### config.mk
export PLATFORM = sky130hd
export DESIGN_NAME = pipeline_ctrl_flat
export DESIGN_NICKNAME = d
export VERILOG_FILES = /design/src/rtl/pipeline_ctrl_pkg.sv /design/src/rtl/pipeline_ctrl_if.sv /design/src/rtl/forward_unit.sv /design/src/rtl/pipeline_ctrl.sv /design/src/flat_wrapper.sv
export SDC_FILE = /design/constraint.sdc
export NUM_CORES = 1
export LEC_CHECK = 0
export BUFFER_PORTS_ARGS = -buffer_cell sky130_fd_sc_hd__buf_2
export CORE_MARGIN = 3
export CORE_UTILIZATION = 45
export CTS_BUF_LIST = sky130_fd_sc_hd__clkbuf_8
export DETAILED_ROUTE_END_ITERATION = 12
export PLACE_DENSITY = 0.87
export SLEW_MARGIN = 20
export SYNTH_ARGS = -nofsm -noshare
export SYNTH_HDL_FRONTEND = slang
export SYNTH_HIERARCHICAL = 1
export SYNTH_SLANG_ARGS = --single-unit
export TNS_END_PERCENT = 10
### constraint.sdc
create_clock -name clk -period 6 [get_ports clk]
set_clock_uncertainty 0.1 [all_clocks]
set_input_delay 0.9 -clock clk [delete_from_list [all_inputs] [get_ports clk]]
set_output_delay 0.9 -clock clk [all_outputs]
set_load 0.05 [all_outputs]
### src/rtl/pipeline_ctrl_pkg.sv
// Shared types and constants for the pipeline hazard/halt controller.
package pipeline_ctrl_pkg;

    localparam int unsigned REG_AW    = 3;
    localparam int unsigned FWD_W     = 2;
    localparam int unsigned BUBBLE_W  = 8;
    localparam int unsigned DRAIN_W   = 2;
    localparam int unsigned INC_W     = 2;

    localparam logic [FWD_W-1:0]    FWD_RF       = 2'b00;
    localparam logic [FWD_W-1:0]    FWD_WB       = 2'b01;
    localparam logic [FWD_W-1:0]    FWD_EX       = 2'b10;
    localparam logic [DRAIN_W-1:0]  DRAIN_CYCLES = 2'd2;
    localparam logic [BUBBLE_W-1:0] BUBBLE_MAX   = 8'hFF;

    typedef enum logic [1:0] {
        RUN    = 2'd0,
        DRAIN  = 2'd1,
        HALTED = 2'd2
    } state_t;

    // Saturating add of a small increment onto the bubble counter.
    function automatic logic [BUBBLE_W-1:0] bubble_add(
        input logic [BUBBLE_W-1:0] cnt,
        input logic [INC_W-1:0]    inc
    );
        logic [BUBBLE_W:0] sum;
        sum = (BUBBLE_W+1)'(cnt) + (BUBBLE_W+1)'(inc);
        return (sum > (BUBBLE_W+1)'(BUBBLE_MAX)) ? BUBBLE_MAX : sum[BUBBLE_W-1:0];
    endfunction

endpackage

### src/rtl/pipeline_ctrl_if.sv
// Signal bundle between the pipeline datapath and its hazard/halt controller.
interface pipeline_ctrl_if;
    import pipeline_ctrl_pkg::*;

    logic [REG_AW-1:0]   rs1_IF_ID;
    logic [REG_AW-1:0]   rs2_IF_ID;
    logic [REG_AW-1:0]   rd_ID_EX;
    logic                regWrite_ID_EX;
    logic [REG_AW-1:0]   rd_EX_WB;
    logic                regWrite_EX_WB;
    logic                branch_EX_WB;
    logic                haltReq;
    logic                resume;
    logic                bubbleClr;
    logic                pcWrite;
    logic                pcSel;
    logic                ifidWrite;
    logic                ifidFlush;
    logic                idexFlush;
    logic [FWD_W-1:0]    fwdA;
    logic [FWD_W-1:0]    fwdB;
    logic                halted;
    logic [BUBBLE_W-1:0] bubbleCnt;

    modport master (
        output rs1_IF_ID, rs2_IF_ID, rd_ID_EX, regWrite_ID_EX, rd_EX_WB,
               regWrite_EX_WB, branch_EX_WB, haltReq, resume, bubbleClr,
        input  pcWrite, pcSel, ifidWrite, ifidFlush, idexFlush, fwdA, fwdB,
               halted, bubbleCnt
    );

    modport slave (
        input  rs1_IF_ID, rs2_IF_ID, rd_ID_EX, regWrite_ID_EX, rd_EX_WB,
               regWrite_EX_WB, branch_EX_WB, haltReq, resume, bubbleClr,
        output pcWrite, pcSel, ifidWrite, ifidFlush, idexFlush, fwdA, fwdB,
               halted, bubbleCnt
    );

endinterface

### src/rtl/forward_unit.sv
// Operand bypass select for one source register; youngest producer wins.
module forward_unit
    import pipeline_ctrl_pkg::*;
(
    input  logic [REG_AW-1:0] rs,
    input  logic [REG_AW-1:0] rd_ex,
    input  logic              reg_write_ex,
    input  logic [REG_AW-1:0] rd_wb,
    input  logic              reg_write_wb,
    output logic [FWD_W-1:0]  fwd_c
);

    // Every register is forwardable, including r0.
    always_comb begin
        fwd_c = FWD_RF;
        if (reg_write_ex && (rd_ex == rs)) begin
            fwd_c = FWD_EX;
        end else if (reg_write_wb && (rd_wb == rs)) begin
            fwd_c = FWD_WB;
        end
    end

endmodule

### src/rtl/pipeline_ctrl.sv
// Pipeline controller: operand forwarding, branch squash, and drain-to-halt sequencing.
module pipeline_ctrl
    import pipeline_ctrl_pkg::*;
(
    input  logic          clk,
    input  logic          rst,
    pipeline_ctrl_if.slave bus
);

    state_t               state_q, state_d;
    logic [DRAIN_W-1:0]   drain_cnt_q, drain_cnt_d;
    logic [BUBBLE_W-1:0]  bubble_cnt_q, bubble_cnt_d;
    logic [INC_W-1:0]     bubble_inc;
    logic [FWD_W-1:0]     fwd_a_raw, fwd_b_raw;

    logic pc_write, pc_sel, ifid_write, ifid_flush, idex_flush, halted;

    forward_unit u_fwd_a (
        .rs           (bus.rs1_IF_ID),
        .rd_ex        (bus.rd_ID_EX),
        .reg_write_ex (bus.regWrite_ID_EX),
        .rd_wb        (bus.rd_EX_WB),
        .reg_write_wb (bus.regWrite_EX_WB),
        .fwd_c        (fwd_a_raw)
    );

    forward_unit u_fwd_b (
        .rs           (bus.rs2_IF_ID),
        .rd_ex        (bus.rd_ID_EX),
        .reg_write_ex (bus.regWrite_ID_EX),
        .rd_wb        (bus.rd_EX_WB),
        .reg_write_wb (bus.regWrite_EX_WB),
        .fwd_c        (fwd_b_raw)
    );

    always_ff @(posedge clk) begin
        if (rst) begin
            state_q      <= RUN;
            drain_cnt_q  <= '0;
            bubble_cnt_q <= '0;
        end else begin
            state_q      <= state_d;
            drain_cnt_q  <= drain_cnt_d;
            bubble_cnt_q <= bubble_cnt_d;
        end
    end

    // Next state and stage controls; a taken branch overrides drain bubbles.
    always_comb begin
        state_d     = state_q;
        drain_cnt_d = drain_cnt_q;
        bubble_inc  = '0;
        pc_write    = 1'b0;
        pc_sel      = 1'b0;
        ifid_write  = 1'b0;
        ifid_flush  = 1'b0;
        idex_flush  = 1'b0;
        halted      = 1'b0;

        if (!rst) begin
            case (state_q)
                RUN: begin
                    pc_write   = 1'b1;
                    ifid_write = 1'b1;
                    if (bus.branch_EX_WB) begin
                        pc_sel     = 1'b1;
                        ifid_flush = 1'b1;
                        idex_flush = 1'b1;
                        bubble_inc = 2'd2;
                    end
                    if (bus.haltReq) begin
                        state_d     = DRAIN;
                        drain_cnt_d = DRAIN_CYCLES;
                    end
                end
                DRAIN: begin
                    ifid_write  = 1'b1;
                    ifid_flush  = 1'b1;
                    bubble_inc  = 2'd1;
                    drain_cnt_d = drain_cnt_q - DRAIN_W'(1);
                    if (bus.branch_EX_WB) begin
                        pc_write   = 1'b1;
                        pc_sel     = 1'b1;
                        idex_flush = 1'b1;
                        bubble_inc = 2'd2;
                    end
                    if (drain_cnt_q <= DRAIN_W'(1)) begin
                        state_d = HALTED;
                    end
                end
                HALTED: begin
                    halted = 1'b1;
                    if (bus.resume) begin
                        state_d = RUN;
                    end
                end
                default: begin
                    state_d = RUN;
                end
            endcase
        end

        bubble_cnt_d = bus.bubbleClr ? '0 : bubble_add(bubble_cnt_q, bubble_inc);
    end

    assign bus.pcWrite   = pc_write;
    assign bus.pcSel     = pc_sel;
    assign bus.ifidWrite = ifid_write;
    assign bus.ifidFlush = ifid_flush;
    assign bus.idexFlush = idex_flush;
    assign bus.halted    = halted;
    assign bus.fwdA      = rst ? FWD_RF : fwd_a_raw;
    assign bus.fwdB      = rst ? FWD_RF : fwd_b_raw;
    assign bus.bubbleCnt = bubble_cnt_q;

endmodule
### src/flat_wrapper.sv
// flat-port wrapper written by rule: the top's interface ports become plain ports
module pipeline_ctrl_flat import pipeline_ctrl_pkg::*;
  (clk, rst, bus_rs1_IF_ID, bus_rs2_IF_ID, bus_rd_ID_EX, bus_regWrite_ID_EX, bus_rd_EX_WB, bus_regWrite_EX_WB, bus_branch_EX_WB, bus_haltReq, bus_resume, bus_bubbleClr, bus_pcWrite, bus_pcSel, bus_ifidWrite, bus_ifidFlush, bus_idexFlush, bus_fwdA, bus_fwdB, bus_halted, bus_bubbleCnt);
  pipeline_ctrl_if bus_i ();
  input  logic clk;
  input  logic rst;
  input wire logic [$bits(bus_i.rs1_IF_ID)-1:0] bus_rs1_IF_ID;
  input wire logic [$bits(bus_i.rs2_IF_ID)-1:0] bus_rs2_IF_ID;
  input wire logic [$bits(bus_i.rd_ID_EX)-1:0] bus_rd_ID_EX;
  input wire logic [$bits(bus_i.regWrite_ID_EX)-1:0] bus_regWrite_ID_EX;
  input wire logic [$bits(bus_i.rd_EX_WB)-1:0] bus_rd_EX_WB;
  input wire logic [$bits(bus_i.regWrite_EX_WB)-1:0] bus_regWrite_EX_WB;
  input wire logic [$bits(bus_i.branch_EX_WB)-1:0] bus_branch_EX_WB;
  input wire logic [$bits(bus_i.haltReq)-1:0] bus_haltReq;
  input wire logic [$bits(bus_i.resume)-1:0] bus_resume;
  input wire logic [$bits(bus_i.bubbleClr)-1:0] bus_bubbleClr;
  output wire logic [$bits(bus_i.pcWrite)-1:0] bus_pcWrite;
  output wire logic [$bits(bus_i.pcSel)-1:0] bus_pcSel;
  output wire logic [$bits(bus_i.ifidWrite)-1:0] bus_ifidWrite;
  output wire logic [$bits(bus_i.ifidFlush)-1:0] bus_ifidFlush;
  output wire logic [$bits(bus_i.idexFlush)-1:0] bus_idexFlush;
  output wire logic [$bits(bus_i.fwdA)-1:0] bus_fwdA;
  output wire logic [$bits(bus_i.fwdB)-1:0] bus_fwdB;
  output wire logic [$bits(bus_i.halted)-1:0] bus_halted;
  output wire logic [$bits(bus_i.bubbleCnt)-1:0] bus_bubbleCnt;
  assign bus_i.rs1_IF_ID = bus_rs1_IF_ID;
  assign bus_i.rs2_IF_ID = bus_rs2_IF_ID;
  assign bus_i.rd_ID_EX = bus_rd_ID_EX;
  assign bus_i.regWrite_ID_EX = bus_regWrite_ID_EX;
  assign bus_i.rd_EX_WB = bus_rd_EX_WB;
  assign bus_i.regWrite_EX_WB = bus_regWrite_EX_WB;
  assign bus_i.branch_EX_WB = bus_branch_EX_WB;
  assign bus_i.haltReq = bus_haltReq;
  assign bus_i.resume = bus_resume;
  assign bus_i.bubbleClr = bus_bubbleClr;
  assign bus_pcWrite = bus_i.pcWrite;
  assign bus_pcSel = bus_i.pcSel;
  assign bus_ifidWrite = bus_i.ifidWrite;
  assign bus_ifidFlush = bus_i.ifidFlush;
  assign bus_idexFlush = bus_i.idexFlush;
  assign bus_fwdA = bus_i.fwdA;
  assign bus_fwdB = bus_i.fwdB;
  assign bus_halted = bus_i.halted;
  assign bus_bubbleCnt = bus_i.bubbleCnt;
  pipeline_ctrl u_core (.clk(clk), .rst(rst), .bus(bus_i));
endmodule
==> run summary, run 1 <==
Status = finished, final reports clean
RSZ-0062 raised after global routing = false
VDD IR-drop max = 0.000181 V
DIE AREA = 0.00237 mm2
Routability cong. = 0.815
Area leader, netlist = dfxtp_1
Net count after synthesis = 119
Drt wl/cell = 13.2 um
Unique masters post-synth = 39
FF-to-FF Start = u_core/state_q[1]
Final setup viols = 0
Critical Path RT = 5000 ps
Core ar. = 0.00161 mm2
Top achievable clock speed = 347 MHz
Pins Over Slew Limit = 0
EDFF count, synth = 0
Initial Utilization = 50.9%
Layout cell share with drive strength beyond 1 = 36.4%
Remaining antenna violation count = 0
Post-synth top area share = 29.3%
Mapped Area = 820 um2
Cells resized by post-CTS repair = 0
Area growth, synth to finish = 30.2%
Rows = 14
CTS Buffer Depth = 2
Pre-antenna DRT Iters = 4
Area after DPL = 0.00101 mm2
Via count = 821
Fin area = 0.00107 mm2
Yosys reg bits = 12
Mapped Avg Cell Area = 8.63 um2
Die W = 48.7 um
Drc violations = 0
Initial antenna violation count = 0
Reg-to-Reg End = u_core/bus.bubbleCnt[3]
H-tree levels = 1
Part of the cycle the worst path needs = 48.1%
Sink Count = 12
Total wire length = 2050 um
CTS tree = done
Initial DRC Count = 13
Hold-fix buffer count after cts = 0
CP Launch Point = rst
ANT cells = 0
Root buf cell = clkbuf_8
Postcts setup bufs = 0
Number of global-route vias before repair = 771
Worst hold-check path type = reg2reg
Global-route wire length before repair = 3440 um
Crit path kind = in2out
WHS Path Cells = 2
Largest cells by area after synthesis = dfxtp_1 29%, xnor2_1 13%, ha_1 4.6%
Least-Margin Pin Slew = 368 ps
Hold Vio Cnt, Final = 0
Hold worst-path end = u_core/drain_cnt_q[1]
R2R depth = 7
TNS Setup = 0 ps
HPWL after detailed placement = 1680 um
Primary FF master, synth = dfxtp_1
Power Dens Cells = 213 mW/mm2
Worst-path clk slew = 50 ps
Min-delay src = u_core/drain_cnt_q[1]
Gr usage total = 18.2%
Tmin final = 2880 ps
Mapped Cells = 95
Max Cap Viol = 0
Slew margin rel. = 75.3%
Share of synthesized registers carrying an async set or reset = 0%
Synth cell count leaders = 12 x dfxtp_1, 12 x xnor2_1, 6 x inv_1
TritonCTS buffer count = 3
Die H = 48.7 um
Final core occ = 66.2%
Largest net degree at the start of global routing = 13
Grt total ovfl = 0
Clk_lat worst skew = 240 ps
CP arrival = 1880 ps
# fillers = 144
IO Pins = 38
Yosys warning total = 6
Worst setup SP type = input pin
CP max FO = 12
Sequential area share after synthesis = 29.3%
Crit. End Element = output pin
Reg2reg setup slack = 3830 ps
Final hold slack = 406 ps
Port bufs = 37
LEAKAGE = 0.000499 uW
Nets = 157
Post-route setup slack = 3120 ps
Pre-CTS setup slack = 3130 ps
Vias per std cell = 5.26
-- logic make-up (layout without fill, tap and decap cells) --
kind of cell,after synthesis,in the layout,share of synthesized area [%]
buffers and inverters,11,48,5.95
xor gates and xnor gates,13,13,13.9
muxes,2,2,2.44
AOI/OAI and AO/OA,19,19,15.4
DFF,12,12,29.3
and+or+nand+nor,34,34,26.0
adders and majority gates,4,4,7.02
-- routing by layer --
metal	track usage, %	routed length (um)
met1	21.1	770
met4	5.21	17
met5	0	0
met3	4.29	130
met2	32.8	1130
-- cell type report --
cell class	instances	area, um2	share of cell area (%)
Timing Repair Buffer	37	185	17.4
Sequential cell	12	240	22.5
Inverter	7	26.3	2.46
Clock buffer	4	55.1	5.16
Tap cell	24	30.0	2.81
Multi-Input combinational cell	72	531	49.7
-- flip-flops by register name, summed over array words and instances, names as in the netlist --
signal                flops
u_core/state_q            2
u_core/drain_cnt_q        2
u_core/bus.bubbleCnt      8
-- worst max-delay path by stage --
stage / endpoint / cells past startpoint
3_5_place_dp: bus_fwdA[1] / 5
5_1_grt: bus_pcWrite / 4
3_3_place_gp: bus_fwdA[1] / 5
2_1_floorplan: bus_pcWrite / 2
4_1_cts: bus_fwdA[1] / 5
6_report: bus_pcWrite / 4
-- metrics by stage --
step	cells	total power, uW
after floorplan	95	125
after global placement	152	139
after detailed placement	152	142
after CTS	156	229
after global routing	156	238
final	156	228
-- critical path, cell delays in order --
cell and delay (ps):
buf_2 170, nor2_1 250, a21boi_0 260, buf_2 300
-- placed cells by master (no fill, tap or decap), drive strengths merged, types with 3 or more instances in the layout --
master,synthesis,routed
nor2,7,7
dfxtp,12,12
a31oi,3,3
ha,3,3
a21oi,5,5
inv,7,7
xnor2,12,12
clkbuf,2,4
nor3,3,3
nand4,3,3
nor2b,5,5
buf,2,37
-- power by group --
group	total [uW]	switching, uW	internal, uW	leakage, uW
registers	85.8	3.09	82.7	0.0000976
clock network	87.0	29.1	57.9	0.0000288
logic	54.8	33.9	20.8	0.000372
total	228	66.1	161	0.000499
Power figures use the tool's default switching activity.
==> inputs of run 2 (changes only) <==
clock period = 2.8 ns   (was 6 ns; I/O delays follow)
==> run summary, run 2 (synthesis gave the netlist of run 1 again) <==
Area after DPL = 0.00101 mm2 (unchanged)
# fillers = 144 (unchanged)
Pins Over Slew Limit = 0 (unchanged)
Grt total ovfl = 0 (unchanged)
Nets = 157 (unchanged)
CTS tree = done (unchanged)
Worst hold-check path type = in2reg (was reg2reg)
Initial antenna violation count = 0 (unchanged)
Tmin final = 2160 ps
Crit path kind = reg2reg (was in2out)
Vias per std cell = 5.23 (was 5.26)
Top achievable clock speed = 462 MHz
Crit. End Element = flop (was output pin)
Layout cell share with drive strength beyond 1 = 35.9% (was 36.4%)
Top Usage Layer GRT = met2 (unchanged)
Postcts setup bufs = 0 (unchanged)
Hold-fix buffer count after cts = 0 (unchanged)
Root buf cell = clkbuf_8 (unchanged)
Worst setup SP type = flop (was input pin)
Final hold slack = 397 ps (was 406 ps)
Initial Utilization = 50.9% (unchanged)
Hold Vio Cnt, Final = 0 (unchanged)
Cells resized by post-CTS repair = 0 (unchanged)
Met1 track demand over resource = 18.3% (was 21.1%)
Initial DRC Count = 7 (was 13)
Non-filler cells, final = 155 (was 156)
CP max FO = 6 (was 12)
Via count = 810 (was 821)
Slew margin rel. = 75.4% (was 75.3%)
Number of global-route vias before repair = 759 (was 771)
Sequential cell area = 240 um2 (unchanged)
Largest net degree at the start of global routing = 13 (unchanged)
Core ar. = 0.00161 mm2 (unchanged)
Remaining antenna violation count = 0 (unchanged)
Reg2reg setup slack = 640 ps (was 3830 ps)
Gr usage total = 16.4% (was 18.2%)
Met3 Use GR = 5.52% (was 4.29%)
Port bufs = 37 (unchanged)
Commonest non-fill, non-tap cell in the layout = buf_2 (unchanged)
Fin area = 0.00105 mm2 (was 0.00107 mm2)
CTS Buffer Depth = 2 (unchanged)
Least-Margin Pin Slew = 366 ps (was 368 ps)
Critical Path RT = 2810 ps (was 5000 ps)
Global-route wire length before repair = 3090 um (was 3440 um)
RSZ-0062 raised after global routing = false (unchanged)
Power Dens Cells = 426 mW/mm2 (was 213 mW/mm2)
Pre-antenna DRT Iters = 3 (was 4)
LEAKAGE = 0.000492 uW (was 0.000499 uW)
DIE AREA = 0.00237 mm2 (unchanged)
Worst-path clk slew = 50 ps (about the same)
Routability cong. = 0.822 (was 0.815)
TNS Setup = 0 ps (unchanged)
Part of the cycle the worst path needs = 77.3%
TritonCTS buffer count = 3 (unchanged)
Sink Count = 12 (unchanged)
Drt wl/cell = 12.3 um (was 13.2 um)
Die H = 48.7 um (unchanged)
Die W = 48.7 um (unchanged)
CP arrival = 2170 ps (was 1880 ps)
Area growth, synth to finish = 28.5% (was 30.2%)
Multi-input gate area = 531 um2 (unchanged)
Tot Pwr = 449 uW (was 228 uW)
M2 GR Usage = 27.1% (was 32.8%)
Max Cap Viol = 0 (unchanged)
IO Pins = 38 (unchanged)
Rows = 14 (unchanged)
Status = finished, final reports clean (unchanged)
H-tree levels = 1 (unchanged)
Max FFs per register = 8 (unchanged)
Cell Count Post-Placement = 152 (unchanged)
Most frequent cells in the layout = 37 x buf_2, 12 x dfxtp_1, 12 x xnor2_1, 6 x inv_1 (unchanged)
ANT cells = 0 (unchanged)
HPWL after detailed placement = 1600 um (was 1680 um)
VDD IR-drop max = 0.000287 V (was 0.000181 V)
Drc violations = 0 (unchanged)
Clk_lat worst skew = 230 ps (was 240 ps)
Final setup viols = 0 (unchanged)
Total wire length = 1910 um (was 2050 um)
[run 2: layer usage]
metal  wire, um  part of all wire [%]  vias up
met4         34                   1.8        0
met2        980                    51       32
met3        129                   6.7        8
met5          0                     0        -
li1           -                     -      406
met1        769                    40      364
[run 2: layout make-up]
cell class / count / share of cell area, %
clock buffer: 3 / 3.92
inverter: 7 / 2.49
multi-input combinational: 72 / 50.4
sequential: 12 / 22.8
timing repair buffer: 37 / 17.6
tap: 24 / 2.85
[run 2: final timing paths]
| check | start | end | cells past startpoint |
|---|---|---|---|
| max | u_core/state_q[1] | u_core/bus.bubbleCnt[3] | 7 |
| min | rst | u_core/drain_cnt_q[0] | 2 |
| max reg2reg | u_core/state_q[1] | u_core/bus.bubbleCnt[3] | 7 |
| min reg2reg | u_core/drain_cnt_q[1] | u_core/drain_cnt_q[1] | 2 |
[run 2: worst max-delay path, cell delays in order (launching register included)]
cell	delay (ps)
dfxtp_1	420
nor2_1	120
and3_1	200
ha_1	220
fa_1	450
and2_2	240
nand4_1	190
a31oi_1	110
[run 2: metrics by stage]
| step | setup WS (ps) | utilization, % |
|---|---|---|
| 6_report | 635 | 65.4 |
| 4_1_cts | 642 | 65.4 |
| 2_1_floorplan | 147 | - |
| 3_5_place_dp | 438 | 62.8 |
| 5_1_grt | 506 | 65.4 |
| 3_3_place_gp | 541 | 62.8 |
[run 2: where the power goes]
part | switching, uW | internal [uW] | total, uW
registers | 7.09 | 177 | 185
logic | 70.8 | 44.8 | 116
clock network | 55.0 | 94.1 | 149
total | 133 | 316 | 449
==> inputs of run 3 (changes only) <==
clock period = 2 ns   (was 2.8 ns; I/O delays follow)
==> run summary, run 3 (synthesis gave the netlist of run 1 again) <==
Status = finished, final reports clean (unchanged)
Worst-path clk slew = 50 ps (about the same)
Sink Count = 12 (unchanged)
LEAKAGE = 0.000526 uW (was 0.000492 uW)
Nets = 162 (was 157)
Uppermost layer routed = met4 (unchanged)
IO Pins = 38 (unchanged)
Tmin final = 1900 ps (was 2160 ps)
Rows = 14 (unchanged)
Grt total ovfl = 0 (unchanged)
Critical Path RT = 2020 ps (was 2810 ps)
DIE AREA = 0.00237 mm2 (unchanged)
H-tree levels = 1 (unchanged)
Top achievable clock speed = 525 MHz (was 462 MHz)
Worst-path cell chain = nor2_2, and3_1, ha_1, fa_2, and2_2, nand4_1, a31oi_1 (was nor2_1, and3_1, ha_1, fa_1, and2_2, nand4_1, a31oi_1)
Hold-fix buffer count after cts = 0 (unchanged)
Initial Utilization = 50.9% (unchanged)
Worst setup SP type = flop (unchanged)
Worst hold-check path type = in2reg (unchanged)
Met3 WL = 118 um (was 129 um)
Part of the cycle the worst path needs = 95.2% (was 77.3%)
Least-Margin Pin Slew = 283 ps (was 366 ps)
Area growth, synth to finish = 36.6% (was 28.5%)
Cells resized by post-CTS repair = 0 (unchanged)
Root buf cell = clkbuf_8 (unchanged)
HPWL after detailed placement = 1830 um (was 1600 um)
Initial DRC Count = 7 (unchanged)
Reg2reg setup slack = 100 ps (was 640 ps)
Remaining antenna violation count = 0 (unchanged)
Pins Over Slew Limit = 0 (unchanged)
Slew margin rel. = 81.1% (was 75.4%)
Clk_lat worst skew = 240 ps (was 230 ps)
Worst path slowest cell = fa_2 (was fa_1)
Crit. End Element = flop (unchanged)
CTS Buffer Depth = 2 (unchanged)
Number of global-route vias before repair = 861 (was 759)
Met2 routed WL = 1190 um (was 980 um)
Final hold slack = 287 ps (was 397 ps)
CP arrival = 1920 ps (was 2170 ps)
Crit path largest cell delay = 390 ps (was 450 ps)
Largest net degree at the start of global routing = 11 (was 13)
Die H = 48.7 um (unchanged)
Final setup viols = 0 (unchanged)
RSZ-0062 raised after global routing = true (was false)
Layout cell share with drive strength beyond 1 = 41.6% (was 35.9%)
Vias per std cell = 5.27 (was 5.23)
Max FFs per register = 8 (unchanged)
Cell family with most CP delay = simple AND/OR/NAND/NOR gates (unchanged)
Via count = 848 (was 810)
Core ar. = 0.00161 mm2 (unchanged)
Drc violations = 0 (unchanged)
CTS tree = done (unchanged)
Most frequent cells in the layout = 37 x buf_2, 12 x dfxtp_1, 12 x xnor2_1, 6 x inv_1 (unchanged)
Tot Pwr = 699 uW (was 449 uW)
Routability cong. = 0.807 (was 0.822)
Drt wl/cell = 13.2 um (was 12.3 um)
Buf+Inv Stages, Crit Path = 0 (unchanged)
Pre-antenna DRT Iters = 4 (was 3)
Port bufs = 37 (unchanged)
M1 WL = 762 um (was 769 um)
Commonest non-fill, non-tap cell in the layout = buf_2 (unchanged)
# fillers = 145 (was 144)
Max Cap Viol = 0 (unchanged)
TritonCTS buffer count = 3 (unchanged)
VDD IR-drop max = 0.000517 V (was 0.000287 V)
Global-route wire length before repair = 3600 um (was 3090 um)
Power Dens Cells = 624 mW/mm2 (was 426 mW/mm2)
Hold Vio Cnt, Final = 0 (unchanged)
Initial antenna violation count = 0 (unchanged)
Crit path kind = reg2reg (unchanged)
CP max FO = 5 (was 6)
Die W = 48.7 um (unchanged)
Postcts setup bufs = 0 (unchanged)
Gr usage total = 19.2% (was 16.4%)
ANT cells = 0 (unchanged)
Total wire length = 2130 um (was 1910 um)
[run 3: cell type report]
cell class / instances / area [um2] / area share [%]
Clock buffer: 4 / 55.1 / 4.92
Multi-Input combinational cell: 72 / 546 / 48.7
Tap cell: 24 / 30.0 / 2.68
Timing Repair Buffer: 42 / 223 / 19.9
Inverter: 7 / 26.3 / 2.35
Sequential cell: 12 / 240 / 21.5
[run 3: path summary, 6_finish.rpt]
kind,startpoint,endpoint,cells past startpoint
max,u_core/state_q[1],u_core/bus.bubbleCnt[5],7
min,bus_resume,u_core/state_q[1],3
max reg2reg,u_core/state_q[1],u_core/bus.bubbleCnt[5],7
min reg2reg,u_core/drain_cnt_q[1],u_core/drain_cnt_q[1],2
[run 3: worst min-delay path: stages]
cell and delay [ps]:
buf_2 80, a2bb2oi_1 160, nor2_1 50
[run 3: where the power goes]
part / leakage (uW) / internal, uW / total, uW / switching, uW
combinational: 0.000399 / 72.5 / 180 / 108
clock: 0.0000288 / 174 / 265 / 91.1
sequential: 0.0000976 / 248 / 254 / 5.85
total: 0.000526 / 495 / 699 / 205
[run 3: routing by layer]
metal,up-vias,track usage [%]
met5,-,0
met4,0,9.95
met3,6,5.21
met2,29,35.7
met1,395,19.3
li1,418,-
[run 3: metrics by stage]
| step | setup WS (ps) | utilization (%) | cells | setup TNS (ps) | area, um2 |
|---|---|---|---|---|---|
| 3_5_place_dp | -37.2 | 65.6 | 157 | -69.4 | 1060 |
| 4_1_cts | 36.2 | 69.0 | 161 | 0 | 1110 |
| 2_1_floorplan | -177 | - | 95 | -1170 | 827 |
| 6_report | 95.1 | 69.5 | 161 | 0 | 1120 |
| 3_3_place_gp | 35.2 | 65.6 | 157 | 0 | 1060 |
| 5_1_grt | -2.25 | 69.5 | 161 | -2.25 | 1120 |
